<file path="src/rtl/seven_segment_arbiter.sv">
// Round-robin owner selection for the shared 8-digit seven-segment display.
// The granted requester's digits/dots are mirrored to the controller one cycle late.
module seven_segment_arbiter #(
    parameter int N_REQ      = 4,
    parameter int HOLD_TICKS = 8000
) (
    input  logic                       clk_8KHz,
    input  logic                       rst_n,
    input  logic [N_REQ-1:0]           req,
    input  logic [32*N_REQ-1:0]        req_digit,
    input  logic [8*N_REQ-1:0]         req_dot,
    output logic [N_REQ-1:0]           gnt,
    output logic                       busy,
    output logic [$clog2(N_REQ)-1:0]   owner,
    output logic [31:0]                digit,
    output logic [7:0]                 en_dot
);
    localparam int OW = $clog2(N_REQ);
    localparam int CW = $clog2(HOLD_TICKS);
    localparam logic [CW-1:0]    HOLD_MAX = CW'(HOLD_TICKS - 1);
    localparam logic [31:0]      BLANK    = 32'hFFFF_FFFF;
    localparam logic [N_REQ-1:0] ONE      = {{(N_REQ-1){1'b0}}, 1'b1};

    typedef enum logic [1:0] {
        S_IDLE    = 2'd0,
        S_GRANT   = 2'd1,
        S_HANDOFF = 2'd2
    } state_t;

    state_t           r_state;
    state_t           w_state_nxt;
    logic [N_REQ-1:0] r_gnt;
    logic [N_REQ-1:0] w_gnt_nxt;
    logic             r_busy;
    logic             w_busy_nxt;
    logic [OW-1:0]    r_owner;
    logic [OW-1:0]    w_owner_nxt;
    logic [31:0]      r_digit;
    logic [31:0]      w_digit_nxt;
    logic [7:0]       r_dot;
    logic [7:0]       w_dot_nxt;
    logic [CW-1:0]    r_hold;
    logic [CW-1:0]    w_hold_nxt;
    logic [OW-1:0]    w_win;
    logic             w_found;
    logic             w_others;
    logic             w_release;
    logic             w_preempt;

    assign gnt    = r_gnt;
    assign busy   = r_busy;
    assign owner  = r_owner;
    assign digit  = r_digit;
    assign en_dot = r_dot;

    assign w_others  = |(req & ~(ONE << r_owner));
    assign w_release = ~req[r_owner];
    assign w_preempt = (r_hold == HOLD_MAX) & w_others;

    // Winner search starts just after the current/last owner, so that owner is considered last
    always_comb begin : p_pick
        logic [OW-1:0] v_idx;
        v_idx   = '0;
        w_found = 1'b0;
        w_win   = r_owner;
        for (int k = 1; k <= N_REQ; k++) begin
            v_idx   = OW'((int'(r_owner) + k) % N_REQ);
            w_win   = (req[v_idx] && !w_found) ? v_idx : w_win;
            w_found = w_found | req[v_idx];
        end
    end

    // State register
    always_ff @(posedge clk_8KHz or negedge rst_n) begin
        if (!rst_n) begin
            r_state <= S_IDLE;
        end else begin
            r_state <= w_state_nxt;
        end
    end

    // Next-state decision
    always_comb begin
        w_state_nxt = r_state;
        case (r_state)
            S_IDLE, S_HANDOFF: begin
                if (w_found) begin
                    w_state_nxt = S_GRANT;
                end else begin
                    w_state_nxt = S_IDLE;
                end
            end
            S_GRANT: begin
                if (w_release || w_preempt) begin
                    w_state_nxt = S_HANDOFF;
                end else begin
                    w_state_nxt = S_GRANT;
                end
            end
            default: w_state_nxt = S_IDLE;
        endcase
    end

    // Next values of the registered outputs; anything not owned shows a blank display
    always_comb begin
        w_gnt_nxt   = '0;
        w_busy_nxt  = 1'b0;
        w_owner_nxt = r_owner;
        w_digit_nxt = BLANK;
        w_dot_nxt   = 8'h00;
        w_hold_nxt  = r_hold;
        case (r_state)
            S_IDLE, S_HANDOFF: begin
                if (w_found) begin
                    w_gnt_nxt   = ONE << w_win;
                    w_busy_nxt  = 1'b1;
                    w_owner_nxt = w_win;
                    w_digit_nxt = req_digit[{w_win, 5'b00000} +: 32];
                    w_dot_nxt   = req_dot[{w_win, 3'b000} +: 8];
                    w_hold_nxt  = '0;
                end else begin
                    w_hold_nxt  = r_hold;
                end
            end
            S_GRANT: begin
                w_hold_nxt = (r_hold == HOLD_MAX) ? r_hold : r_hold + CW'(1);
                if (w_release || w_preempt) begin
                    w_busy_nxt = 1'b0;
                end else begin
                    w_gnt_nxt   = r_gnt;
                    w_busy_nxt  = 1'b1;
                    w_digit_nxt = req_digit[{r_owner, 5'b00000} +: 32];
                    w_dot_nxt   = req_dot[{r_owner, 3'b000} +: 8];
                end
            end
            default: begin
                w_hold_nxt = '0;
            end
        endcase
    end

    // Output and hold-counter registers
    always_ff @(posedge clk_8KHz or negedge rst_n) begin
        if (!rst_n) begin
            r_gnt   <= '0;
            r_busy  <= 1'b0;
            r_owner <= OW'(N_REQ - 1);
            r_digit <= BLANK;
            r_dot   <= 8'h00;
            r_hold  <= '0;
        end else begin
            r_gnt   <= w_gnt_nxt;
            r_busy  <= w_busy_nxt;
            r_owner <= w_owner_nxt;
            r_digit <= w_digit_nxt;
            r_dot   <= w_dot_nxt;
            r_hold  <= w_hold_nxt;
        end
    end

endmodule

</file>
<file path="config.mk">
export PLATFORM = sky130hd
export DESIGN_NAME = seven_segment_arbiter
export DESIGN_NICKNAME = d
export VERILOG_FILES = /design/src/rtl/seven_segment_arbiter.sv
export SDC_FILE = /design/constraint.sdc
export NUM_CORES = 1
export LEC_CHECK = 0
export CELL_PAD_IN_SITES_DETAIL_PLACEMENT = 2
export CELL_PAD_IN_SITES_GLOBAL_PLACEMENT = 2
export CORE_MARGIN = 4
export CORE_UTILIZATION = 29
export DETAILED_ROUTE_END_ITERATION = 10
export GPL_ROUTABILITY_DRIVEN = 0
export PLACE_DENSITY = 0.88
export RECOVER_POWER = 100
export SLEW_MARGIN = 20
export SYNTH_ARGS = -nofsm -noshare
export SYNTH_HDL_FRONTEND = slang
export SYNTH_SLANG_ARGS = --single-unit
</file>
<file path="constraint.sdc">
create_clock -name clk_8KHz -period 8.2 [get_ports clk_8KHz]
set_input_delay 0.82 -clock clk_8KHz [delete_from_list [all_inputs] [get_ports clk_8KHz]]
set_output_delay 0.82 -clock clk_8KHz [all_outputs]
set_load 0.02 [all_outputs]
</file>
==> metrics.txt <==
Initial Util=29.8%; Post-Syn Instances=452; P per Cell Area=394 nW/um^2; Seq cells post-synth=61; DRC errors left=0; io pins=213; Critical Path End Type=flop; FMAX=165 MHz; Reg2Reg Depth=9; status=finished with violations; Fillers=1,777; pre-CTS setup slack=3.38 ns; Critical-path top delay cell=dfstp_1; failing checks=max-capacitance violations, max-slew violations; Post-synth EDFFs=0; IO Port Bufs=212; CP max stage delay=1.28 ns; MaxCap Viol Count=2; largest cells by area after synthesis=dfstp_2, dfrtp_1, mux4_4, mux2i_1, a211oi_1; area leader, netlist=dfstp_2; worst r2r dst=digit[13]$_DFF_PN1_; required time of the worst setup path=8.44 ns; antenna violations before repair=0; clock root cell=clkbuf_16; syn nets=623; Hold Path Class=reg2reg; flop-to-flop setup slack=2.14 ns; Total GRT Usage=21.0%; setup violators final=0; unrepaired setup endpoints after global routing=false; first-pass GRT wire length=33.0 mm; critical path startpoint category=flop; leak pwr=2.84 nW; fin crit share=73.9%; CP delay by family, top=buffers and inverters; Setup Fix Bufs, Post-CTS=0; Top FF cell, synth=dfstp_2; largest net degree at the start of global routing=62; fin. max-slew vios=89; fin crit period=6.06 ns; Final Non-Filler Cells=867; CP bufs+invs=2; Cell Area, Synth=5190 sq um; setup ws final=2.14 ns; Worst Path Max Fanout=50; slew margin rel.=-136%; Sink Count=61; Yosys top cell area share=17.2%; CP Class=reg2reg; Hold Fails Final Rpt=0; DR pass1 iterations=4; CTS H-tree depth=3; vias in the first global route=5,702; setup_tns=0 ns; Commonest cells post-synth=a211oi_1, mux2i_1, nor2_1; final net count=808; min-delay src=gnt[2]$_DFFE_PN0P_; Max VDD drop=0.219 mV; post-route ant nets=0; vias per inst=5.52; GRT overflow=0; CP arrival=6.30 ns; count leader, synth=a211oi_1; die area=20,100 sq um; initial drt markers=195; hold buffer count at CTS=0; Placed Cells=851; # diodes=0; Synthesis Warnings=0; syn avg cell area=11.5 sq um; DRT Wirelength=20.8 mm; quantity of gates resized following cts=0; Slew @ Worst Pin=3.55 ns; core area=17,400 sq um; Seq/Total Area, Yosys=30.2%; Post-synth ARST share=100%; Num CTS Buffers=9; Worst Hold Depth=2; Worst-Skew Late Latency=0.33 ns; DR vias=4,787; DR WL/cell=24.0 microns; CTS clk-pin slew, worst paths=0.06 ns; Hold Path Sink=gnt[2]$_DFFE_PN0P_; CTS tree=done; Max Buffers Root-to-Sink=2; Yosys cell types=53; row count=48; RR Startpoint=owner[1]$_DFFE_PN1P_; dpl hpwl=15.2 mm; Die W=142 microns; clk_skew=0.00787 ns; CP cell instances=clkbuf_1, inv_1, ha_1, mux4_2, nor2b_1, o21ai_2, and2_4, mux2i_1, a211oi_1; share of cells above drive strength 1=19.2%; DIE HEIGHT=142 microns; Area Growth Syn to Fin=44.7%
==> how the worst max path moves through the flow <==
| stage | to | slack (ns) | startpoint | depth (start not counted) |
|---|---|---|---|---|
| 3_3_place_gp | en_dot[0]$_DFF_PN0_ | 3.37 | owner[1]$_DFFE_PN1P_ | 9 |
| 4_1_cts | digit[13]$_DFF_PN1_ | 3.36 | owner[1]$_DFFE_PN1P_ | 9 |
| 6_report | digit[13]$_DFF_PN1_ | 2.14 | owner[1]$_DFFE_PN1P_ | 9 |
| 5_1_grt | digit[30]$_DFF_PN1_ | 1.60 | owner[1]$_DFFE_PN1P_ | 9 |
| 3_5_place_dp | en_dot[2]$_DFF_PN0_ | 3.38 | owner[1]$_DFFE_PN1P_ | 9 |
| 2_1_floorplan | digit[0]$_DFF_PN1_ | 4.91 | owner[1]$_DFFE_PN1P_ | 13 |
==> worst reg2reg max path, cell delays in order, from the launching register on <==
cell      delay [ns]
dfstp_1         1.28
clkbuf_1        1.27
inv_1           0.28
ha_1            0.51
mux4_2          0.34
nor2b_1         0.18
o21ai_2         0.62
and2_4          0.92
mux2i_1         0.27
a211oi_1        0.31
==> cell families after synthesis <==
| kind of cell | after synthesis | synth area share, % |
|---|---|---|
| xor gates and xnor gates | 9 | 1.52 |
| AOI/OAI and AO/OA | 104 | 15.6 |
| DFF | 61 | 30.2 |
| adders and majority gates | 5 | 1.20 |
| and+or+nand+nor | 128 | 12.6 |
| muxes | 93 | 30.2 |
| buffers and inverters | 52 | 8.60 |
==> layout make-up <==
type	instances	area (sq um)	area share, %
Multi-Input combinational cell	339	3170	42.2
Timing Repair Buffer	219	2160	28.8
Sequential cell	61	1570	20.9
Tap cell	225	282	3.75
Clock buffer	9	225	3.00
Clock inverter	7	75.1	0.999
Inverter	7	26.3	0.350
==> flip-flops by register name, indices dropped and copies added (netlist names) <==
name and flops:
owner 2, digit 32, r_hold 13, gnt 4
r_state 2, en_dot 8
==> power breakdown <==
group / leakage [nW] / internal (W) / total, W / switching, W
clock network: 0.138 / 0.000236 / 0.000392 / 0.000155
logic: 1.98 / 0.000887 / 0.00194 / 0.00106
registers: 0.717 / 0.000482 / 0.000624 / 0.000143
==> placed cells by master, fill, tap and decap left out, types with 16 or more instances in the layout <==
cell type	count
mux2i_1	48
dfstp_2	32
and3_1	20
nand2_1	24
mux4_2	16
a211oi_1	65
nor2_1	46
mux4_4	27
dlygate4sd3_1	45
clkdlybuf4s50_1	166
dfrtp_1	27
==> per-stage QoR <==
stage	area [sq um]	power, W	util [%]	hold WS (ns)
2_1_floorplan	5190	0.00219	-	0.496
3_3_place_gp	7240	0.00254	41.6	0.466
3_5_place_dp	7240	0.00265	41.6	0.478
4_1_cts	7540	0.00306	43.3	0.492
5_1_grt	7520	0.00317	43.2	0.525
6_report	7520	0.00296	43.2	0.480
==> routing by layer <==
layer,track usage [%],vias to the layer above,share of wire (%)
met2,37.7,156,53
li1,-,2147,-
met5,0,-,0
met1,24.9,2445,40
met3,3.20,39,3.7
met4,8.43,0,3.0
Note: power is estimated with default switching activity, not from simulation.
